## src/rtl/serial_deserializer_pkg.sv

```systemverilog
// Types and constants shared by the serial link transmit and receive blocks.
package serial_pkg;

    localparam int SER_WIDTH = 4;
    localparam int SER_DEPTH = 4;

    typedef logic [SER_WIDTH-1:0] ser_word_t;

endpackage

```

## src/rtl/serial_deserializer_if.sv

```systemverilog
// Bundle of the serial receive inputs, the consumer handshake and the status outputs.
interface serial_deserializer_if
    import serial_pkg::*;
#(
    parameter int WIDTH = SER_WIDTH,
    parameter int DEPTH = SER_DEPTH
);
    localparam int CNT_W = $clog2(WIDTH + 1);
    localparam int LVL_W = $clog2(DEPTH + 1);

    logic             rx;
    logic             rx_en;
    logic             rx_clear;
    logic [WIDTH-1:0] m_data;
    logic             m_valid;
    logic             m_ready;
    logic [LVL_W-1:0] level;
    logic [CNT_W-1:0] bit_cnt;
    logic             overflow;
    logic             overflow_clr;

    modport master (
        output rx, rx_en, rx_clear, m_ready, overflow_clr,
        input  m_data, m_valid, level, bit_cnt, overflow
    );

    modport slave (
        input  rx, rx_en, rx_clear, m_ready, overflow_clr,
        output m_data, m_valid, level, bit_cnt, overflow
    );

endinterface

```

## src/rtl/serial_deserializer_fifo.sv

```systemverilog
// Show-ahead synchronous FIFO; the head word is held in a register so dout has no
// combinational path from din.
module sync_fifo
    import serial_pkg::*;
#(
    parameter int WIDTH = SER_WIDTH,
    parameter int DEPTH = SER_DEPTH
) (
    input  logic                       clk,
    input  logic                       reset,
    input  logic                       push,
    input  logic [WIDTH-1:0]           din,
    output logic                       full,
    input  logic                       pop,
    output logic [WIDTH-1:0]           dout,
    output logic                       empty,
    output logic [$clog2(DEPTH+1)-1:0] level
);
    localparam int PTR_W = $clog2(DEPTH);
    localparam int LVL_W = $clog2(DEPTH + 1);

    logic [WIDTH-1:0] r_mem [DEPTH];
    logic [PTR_W-1:0] r_wr_ptr;
    logic [PTR_W-1:0] r_rd_ptr;
    logic [LVL_W-1:0] r_level;
    logic [WIDTH-1:0] r_dout;

    logic             w_full;
    logic             w_empty;
    logic             w_do_pop;
    logic             w_do_push;
    logic [PTR_W-1:0] w_rd_next;

    assign w_full    = (r_level == LVL_W'(DEPTH));
    assign w_empty   = (r_level == '0);
    assign w_do_pop  = pop && !w_empty;
    // A pop on the same edge frees the slot the push needs.
    assign w_do_push = push && (!w_full || w_do_pop);
    assign w_rd_next = r_rd_ptr + PTR_W'(1);

    always_ff @(posedge clk or negedge reset) begin
        if (!reset) begin
            for (int i = 0; i < DEPTH; i++) begin
                r_mem[i] <= '0;
            end
        end else if (w_do_push) begin
            r_mem[r_wr_ptr] <= din;
        end
    end

    always_ff @(posedge clk or negedge reset) begin
        if (!reset) begin
            r_wr_ptr <= '0;
            r_rd_ptr <= '0;
            r_level  <= '0;
        end else begin
            if (w_do_push) begin
                r_wr_ptr <= r_wr_ptr + PTR_W'(1);
            end
            if (w_do_pop) begin
                r_rd_ptr <= w_rd_next;
            end
            if (w_do_push && !w_do_pop) begin
                r_level <= r_level + LVL_W'(1);
            end else if (!w_do_push && w_do_pop) begin
                r_level <= r_level - LVL_W'(1);
            end
        end
    end

    // Head register: bypass the incoming word when it becomes the head, otherwise
    // fetch the entry behind the one being popped.
    always_ff @(posedge clk or negedge reset) begin
        if (!reset) begin
            r_dout <= '0;
        end else if (w_do_push && (w_empty || (r_level == LVL_W'(1) && w_do_pop))) begin
            r_dout <= din;
        end else if (w_do_pop && (r_level > LVL_W'(1))) begin
            r_dout <= r_mem[w_rd_next];
        end
    end

    assign full  = w_full;
    assign empty = w_empty;
    assign level = r_level;
    assign dout  = r_dout;

endmodule

```

## src/rtl/serial_deserializer.sv

```systemverilog
// Serial receiver: assembles LSB-first bits into words and queues them for a
// valid/ready consumer, flagging words lost to a full queue.
module serial_deserializer
    import serial_pkg::*;
#(
    parameter int WIDTH = SER_WIDTH,
    parameter int DEPTH = SER_DEPTH
) (
    input  logic                 clk,
    input  logic                 reset,
    serial_deserializer_if.slave bus
);
    localparam int CNT_W = $clog2(WIDTH + 1);
    localparam int LVL_W = $clog2(DEPTH + 1);

    logic [WIDTH-1:0] r_shift;
    logic [CNT_W-1:0] r_bit_cnt;
    logic             r_overflow;

    logic             w_sample;
    logic             w_last;
    logic             w_push;
    logic             w_pop;
    logic             w_full;
    logic             w_empty;
    logic [WIDTH-1:0] w_word;
    logic [WIDTH-1:0] w_dout;
    logic [LVL_W-1:0] w_level;

    assign w_sample = bus.rx_en && !bus.rx_clear;
    assign w_last   = (r_bit_cnt == CNT_W'(WIDTH - 1));
    assign w_push   = w_sample && w_last;
    assign w_pop    = !w_empty && bus.m_ready;

    // Word as it stands after merging the current rx bit into its slot.
    generate
        for (genvar gi = 0; gi < WIDTH; gi++) begin : g_merge
            assign w_word[gi] = (r_bit_cnt == CNT_W'(gi)) ? bus.rx : r_shift[gi];
        end
    endgenerate

    always_ff @(posedge clk or negedge reset) begin
        if (!reset) begin
            r_shift   <= '0;
            r_bit_cnt <= '0;
        end else if (bus.rx_clear) begin
            r_shift   <= '0;
            r_bit_cnt <= '0;
        end else if (w_sample) begin
            if (w_last) begin
                r_shift   <= '0;
                r_bit_cnt <= '0;
            end else begin
                r_shift   <= w_word;
                r_bit_cnt <= r_bit_cnt + CNT_W'(1);
            end
        end
    end

    always_ff @(posedge clk or negedge reset) begin
        if (!reset) begin
            r_overflow <= 1'b0;
        end else if (w_push && w_full && !w_pop) begin
            r_overflow <= 1'b1;
        end else if (bus.overflow_clr) begin
            r_overflow <= 1'b0;
        end
    end

    sync_fifo #(
        .WIDTH (WIDTH),
        .DEPTH (DEPTH)
    ) u_fifo (
        .clk   (clk),
        .reset (reset),
        .push  (w_push),
        .din   (w_word),
        .full  (w_full),
        .pop   (w_pop),
        .dout  (w_dout),
        .empty (w_empty),
        .level (w_level)
    );

    assign bus.m_data   = w_dout;
    assign bus.m_valid  = !w_empty;
    assign bus.level    = w_level;
    assign bus.bit_cnt  = r_bit_cnt;
    assign bus.overflow = r_overflow;

endmodule

```

## src/flat_wrapper.sv

```systemverilog
// flat-port wrapper written by rule: the top's interface ports become plain ports
module serial_deserializer_flat import serial_pkg::*;
#(
    parameter int WIDTH = SER_WIDTH,
    parameter int DEPTH = SER_DEPTH
)
  (clk, reset, bus_rx, bus_rx_en, bus_rx_clear, bus_m_ready, bus_overflow_clr, bus_m_data, bus_m_valid, bus_level, bus_bit_cnt, bus_overflow);
  serial_deserializer_if #(.WIDTH(WIDTH), .DEPTH(DEPTH)) bus_i ();
  input  logic clk;
  input  logic reset;
  input wire logic [$bits(bus_i.rx)-1:0] bus_rx;
  input wire logic [$bits(bus_i.rx_en)-1:0] bus_rx_en;
  input wire logic [$bits(bus_i.rx_clear)-1:0] bus_rx_clear;
  input wire logic [$bits(bus_i.m_ready)-1:0] bus_m_ready;
  input wire logic [$bits(bus_i.overflow_clr)-1:0] bus_overflow_clr;
  output wire logic [$bits(bus_i.m_data)-1:0] bus_m_data;
  output wire logic [$bits(bus_i.m_valid)-1:0] bus_m_valid;
  output wire logic [$bits(bus_i.level)-1:0] bus_level;
  output wire logic [$bits(bus_i.bit_cnt)-1:0] bus_bit_cnt;
  output wire logic [$bits(bus_i.overflow)-1:0] bus_overflow;
  assign bus_i.rx = bus_rx;
  assign bus_i.rx_en = bus_rx_en;
  assign bus_i.rx_clear = bus_rx_clear;
  assign bus_i.m_ready = bus_m_ready;
  assign bus_i.overflow_clr = bus_overflow_clr;
  assign bus_m_data = bus_i.m_data;
  assign bus_m_valid = bus_i.m_valid;
  assign bus_level = bus_i.level;
  assign bus_bit_cnt = bus_i.bit_cnt;
  assign bus_overflow = bus_i.overflow;
  serial_deserializer #(.WIDTH(WIDTH), .DEPTH(DEPTH)) u_core (.clk(clk), .reset(reset), .bus(bus_i));
endmodule
```

## config.mk

```make
export PLATFORM = sky130hd
export DESIGN_NAME = serial_deserializer_flat
export DESIGN_NICKNAME = d
export VERILOG_FILES = /design/src/rtl/serial_deserializer_pkg.sv /design/src/rtl/serial_deserializer_if.sv /design/src/rtl/serial_deserializer_fifo.sv /design/src/rtl/serial_deserializer.sv /design/src/flat_wrapper.sv
export SDC_FILE = /design/constraint.sdc
export NUM_CORES = 1
export LEC_CHECK = 0
export CAP_MARGIN = 20
export CELL_PAD_IN_SITES_DETAIL_PLACEMENT = 0
export CELL_PAD_IN_SITES_GLOBAL_PLACEMENT = 1
export CORE_AREA = 2 2 54 81
export DETAILED_ROUTE_END_ITERATION = 10
export DIE_AREA = 0 0 56 83
export GPL_TIMING_DRIVEN = 0
export PLACE_DENSITY = 0.84
export REMOVE_ABC_BUFFERS = 1
export SETUP_SLACK_MARGIN = 0.5
export SYNTH_ARGS = -nofsm -noshare
export SYNTH_HDL_FRONTEND = slang
export SYNTH_SLANG_ARGS = --single-unit
```

## constraint.sdc

```tcl
create_clock -name clk -period 4.6 [get_ports clk]
set_input_delay 0.92 -clock clk [delete_from_list [all_inputs] [get_ports clk]]
set_output_delay 0.92 -clock clk [all_outputs]
set_load 0.01 [all_outputs]
```

# After elaboration in Yosys (flattened, before gate mapping)
# Index checks and enable logic that the tools add are counted.
# word_totals
register_bits	35
out_inout_bits	12
word_cells	76
# classes
reduce_logical	27
addsub	5
eq_ne	5
order_cmp	4
bitwise_logic	2
mux	22
# op_table
cell	count
two-way mux 4 bit	8
bitwise mux 16 bit	1
two-way mux 3 bit	5
logical AND 1 bit	13
binary-select mux 4 bit (select 2 bit)	1
demux 4 bit (select 2 bit)	1
nonzero test 2 bit	4
adder 3 x 1 -> 3 bit (second input constant)	2
equality test 3 x 1 -> 1 bit (second input constant)	2
equality test 3 x 2 -> 1 bit (second input constant)	2
greater-or-equal comparator 3 bit (second input constant)	2
logical NOT 1 bit	6
logical NOT 3 bit	2
two-way mux 1 bit	6
inverter 2 -> 3 bit	2
adder 2 x 1 -> 2 bit (second input constant)	2
equality test 3 bit (second input constant)	1
> comparator 3 x 1 -> 1 bit (second input constant)	1
< comparator 3 x 1 -> 1 bit (second input constant)	1
subtractor 3 x 1 -> 3 bit (second input constant)	1
logical OR 1 bit	2

# Logic depth before layout (Yosys ltp)
# logic_depth
word_depth	10
depth_mapped	9
depth_no_buf	8

# By module
# From an unflattened synthesis, not the netlist that was laid out.
# unflattened
cells_unflattened	142
area_unflattened_um2	1816.7
# by_module_without_submodules
module	n_inst	cells_per_inst	seq_area_each_um2	area_each_um2
sync_fifo	1	100	675.6	1335.0
serial_deserializer	1	42	200.2	481.7

# Least setup slack after synthesis
# No wires, ideal clock.
# synth_timing
path_kind	input to register
start	input port bus_rx_clear
end	register u_core.u_fifo.r_level[2] (netlist: u_core.u_fifo.level[2])
t_required_ps	4478
n_path_buf	1
cell_stages	7
setup_slack_ps	2471
arrival_time_ps	2006
path_cell_list	nand4bb_4 > o21ba_4 > buf_12 > ha_1 > mux2i_1 > nor2_1 > xnor2_1
# synth_via
elab_chain_cells	7
word_cells_on_any_way	9
# synth_lines
element	line	rtl
from (decl)	flat_wrapper.sv:13	input wire logic [$bits(bus_i.rx_clear)-1:0] bus_rx_clear;
logical NOT 1 bit (*)	serial_deserializer.sv:30	assign w_sample = bus.rx_en && !bus.rx_clear;
logical AND 1 bit (*)	serial_deserializer.sv:30	
logical AND 1 bit (*)	serial_deserializer.sv:32	assign w_push = w_sample && w_last;
logical AND 1 bit (*)	serial_deserializer_fifo.sv:38	assign w_do_push = push && (!w_full || w_do_pop);
named net u_core.u_fifo.w_do_push	serial_deserializer_fifo.sv:31	logic w_do_push;
logical NOT 1 bit	serial_deserializer_fifo.sv:65	end else if (!w_do_push && w_do_pop) begin
logical AND 1 bit	serial_deserializer_fifo.sv:65	
nonzero test 2 bit (no source line)	n/a	
to (signal assigned)	serial_deserializer_fifo.sv:64	r_level <= r_level + LVL_W'(1);
to (signal assigned)	serial_deserializer_fifo.sv:66	r_level <= r_level - LVL_W'(1);
to (decl)	serial_deserializer_fifo.sv:25	logic [LVL_W-1:0] r_level;
# Mark *: on every way through the listed nets, which the timed path passes. The rest lies on a longest branch.
# A chain may end at the register's enable or synchronous reset.

# Final worst setup path
# layout_timing
start	register u_core.u_fifo.r_level[0] (netlist: u_core.u_fifo.level[0])
end	output port bus_m_valid
# layout_via
elab_chain_cells	2
# layout_lines
element	line	rtl
logical NOT 3 bit	serial_deserializer_fifo.sv:35	assign w_empty = (r_level == '0);
logical NOT 1 bit	serial_deserializer.sv:86	assign bus.m_valid = !w_empty;
to (decl)	flat_wrapper.sv:17	output wire logic [$bits(bus_i.m_valid)-1:0] bus_m_valid;
# Every way passes these cells.

==> metrics <==
area delta synth->final=14.6%; crit start category=register; Final min period=roughly 2.6 ns; die width=approximately 56 um; post-CTS setup buffers=0; IO Count=19; Synth top area share=a little under half; Rel. slew slack=between 40% and 50%; Longest Clk Path Bufs=2; min-delay src=u_core.u_fifo.dout[3]$_DFFE_PN0P_; HPWL Detailed=~2500 um; Fin Clk Skew=around 0.0052 ns; TritonCTS clock tree=built; per-cell routed wire length=~16 um; Post-route DRC=0; r2r worst-path depth=5; CP Capture Type=primary output; worst slew pin tran=~0.77 ns; Routed Antenna Nets=0; GRT overflow=0; Worst path max stage delay=approximately 0.55 ns; Final Max Slew Viols=0; flops & latches, synth=35; initial antenna violation count=0; H-tree depth=2; R2R Setup Slk=between 2 and 3 ns; RSZ-0062 raised after global routing=no; Leak=between 0.001 and 0.0015 uW; synth warn=0; outcome=finished clean; Starting DRT DRC Count=21; Placement Rows=28; final worst-path cycle share=57.6%; slowest stage cell, crit path=clkdlybuf4s50_1; first-pass GRT wire length=just under 6000 um; Worst VDD drop=0.287 mV; dominant cells by area after synthesis=dfrtp_1, mux2_4, ha_1; crit-path cells=inv_1 -> ha_1 -> nand2_1 -> clkdlybuf4s50_1; Reg-to-Reg End=u_core.u_fifo.dout[1]$_DFFE_PN0P_; clk_lat worst skew=around 0.28 ns; Hold WC Path Type=register to register; Initial Util=48.8%; antenna diode count=0; via count of the first global-routing pass=roughly 1200; clock transition at the registers of the reported paths=0.07 ns; Die Ht=83 um; Mapped Area=1910 um2; largest net degree at the start of global routing=36; WP buf/inv=2; post-placement cell area=approximately 2100 um2; Net count, final=between 150 and 200; largest area contributor in the synthesized netlist=dfrtp_1; Setup Total Neg Slack=0 ns; worst-path maximum fanout=6; CTS Root Cell=clkbuf_8; TritonRoute pass-1 iters=4; Avg Cell Area, Syn=between 10 and 15 um2; Final Cell Area=between 2000 and 2500 um2; number of distinct library cells after synthesis=32; global-route usage over all layers=between 10% and 20%; clock sinks=35; cells after synthesis=143; Resized Gates After CTS=0; Req. time, crit path=~3.7 ns; core area=about 3900 um2; post-route insts no fill=approximately 210; Hold Crit Endpoint=u_core.u_fifo.dout[3]$_DFFE_PN0P_; Die ar.=between 4000 and 5000 um2; fraction of layout instances using a drive strength above 1=23.8%; port bufs=18; final number of setup-violating endpoints=0; Via density=between 5 and 6; critical path class=register to primary output; cell depth of the worst hold path=1; Critical Path AT=approximately 1.7 ns; final wirelength=between 3000 and 4000 um; PwrDens=a little under 400 nW/um2; RePlAce Congestion=between 0.7 and 0.8; Seq/Total Area, Yosys=a little under half; Hold Buf Count CTS=0; Vias=around 1100; FF-to-FF Start=u_core.u_fifo.level[0]$_DFFE_PN0P_; Post-Route Utilization=55.9%; Placed Instances=just over 200; cts bufs inserted=5; Max Cap Violations=0; Hold Fails Final Rpt=0; cell family with most CP delay=buffers and inverters; Fmax=~0.38 GHz
==> layout make-up <==
type | count | area (um2)
fill | 354 | 1730
multi-input combinational | 96 | 968
sequential | 35 | 876
timing repair buffer | 18 | 175
clock buffer | 6 | 82.6
tap | 45 | 56.3
inverter | 8 | 30.0
clock inverter | 1 | 5.00
==> cells in the final DEF, fill, tap and decap left out, types with 2 or more instances in the layout <==
cell type	n
a21oi_1	6
a221o_1	3
and2_1	4
clkbuf_8	6
clkdlybuf4s50_1	17
dfrtp_1	35
ha_1	13
inv_1	8
mux2_2	4
mux2_4	16
mux2i_1	2
mux4_2	4
nand2_1	6
nand2_4	4
nand2b_1	7
nand3_1	5
nor2_1	4
o21ai_0	2
xnor2_1	5
==> metal layers <==
| layer | vias to the layer above | global-route usage (%) | share of wire [%] |
|---|---|---|---|
| met3 | 7 | 2.49 | 3.0 |
| met1 | 558 | 18.3 | 40 |
| li1 | 535 | - | - |
| met5 | - | 0 | 0 |
| met4 | 0 | 7.14 | 2.4 |
| met2 | 27 | 29.3 | 55 |
==> report_power, final <==
part / leakage (uW) / internal (uW) / total, uW / switching (uW)
registers: 0.000467 / 344 / 394 / 50.4
logic: 0.000585 / 127 / 249 / 122
clock network: 0.0000470 / 117 / 221 / 103
==> synth_stat cells, drive strengths merged <==
cell and count:
mux2 20, dfrtp 35, xor2 1, and2 4, buf 2, a221o 3
o21ba 1, nand2 10, mux4 4, nor2 4, ha 13, o31ai 1
o21ai 2, nor3b 1, nor2b 1, nand3 5, nor3 1, nand2b 7
mux2i 2, a32oi 1, a21oi 6, nand4bb 1, a21bo 1, o32ai 1
and3b 1, clkbuf 2, inv 8, xnor2 5
==> worst max-delay path by stage <==
stage	start	endpoint	slack, ns	cells after the start
floorplan	bus_rx_clear	u_core.u_fifo.level[2]$_DFFE_PN0P_	2.47	6
global placement	bus_rx_en	u_core.u_fifo.level[2]$_DFFE_PN0P_	1.70	7
detailed placement	bus_rx_en	u_core.u_fifo.level[2]$_DFFE_PN0P_	1.64	7
CTS	u_core.u_fifo.level[0]$_DFFE_PN0P_	bus_m_valid	1.93	4
global route	u_core.u_fifo.level[0]$_DFFE_PN0P_	bus_m_valid	1.85	4
finish	u_core.u_fifo.level[0]$_DFFE_PN0P_	bus_m_valid	1.95	4
==> stage by stage <==
stage	hold slack (ns)	power [uW]	setup WS, ns
after global placement	0.463	643	1.70
after floorplan	0.476	558	2.47
after global routing	0.517	924	1.85
after CTS	0.484	875	1.93
final	0.479	864	1.95
after detailed placement	0.469	653	1.64
==> logic make-up (layout without fill, tap and decap cells) <==
| logic type | Yosys count | count (layout) | synth area share, % |
|---|---|---|---|
| flops | 35 | 35 | 45.8 |
| fa+ha+maj | 13 | 13 | 8.50 |
| buf+inv | 12 | 33 | 3.66 |
| compound gates | 16 | 16 | 6.34 |
| xor+xnor | 6 | 6 | 2.75 |
| mux | 26 | 26 | 20.7 |
| simple gates | 35 | 35 | 12.4 |
==> sequential cells by signal, summed over array words and instances, names as in the netlist <==
| signal | flops |
|---|---|
| u_core.u_fifo.r_wr_ptr | 2 |
| u_core.bus.bit_cnt | 3 |
| u_core.r_shift | 4 |
| u_core.u_fifo.r_rd_ptr | 2 |
| u_core.u_fifo.dout | 4 |
| u_core.u_fifo.r_mem | 16 |
| u_core.u_fifo.level | 3 |
| u_core.bus.overflow | 1 |
(Power assumes the default switching activity.)
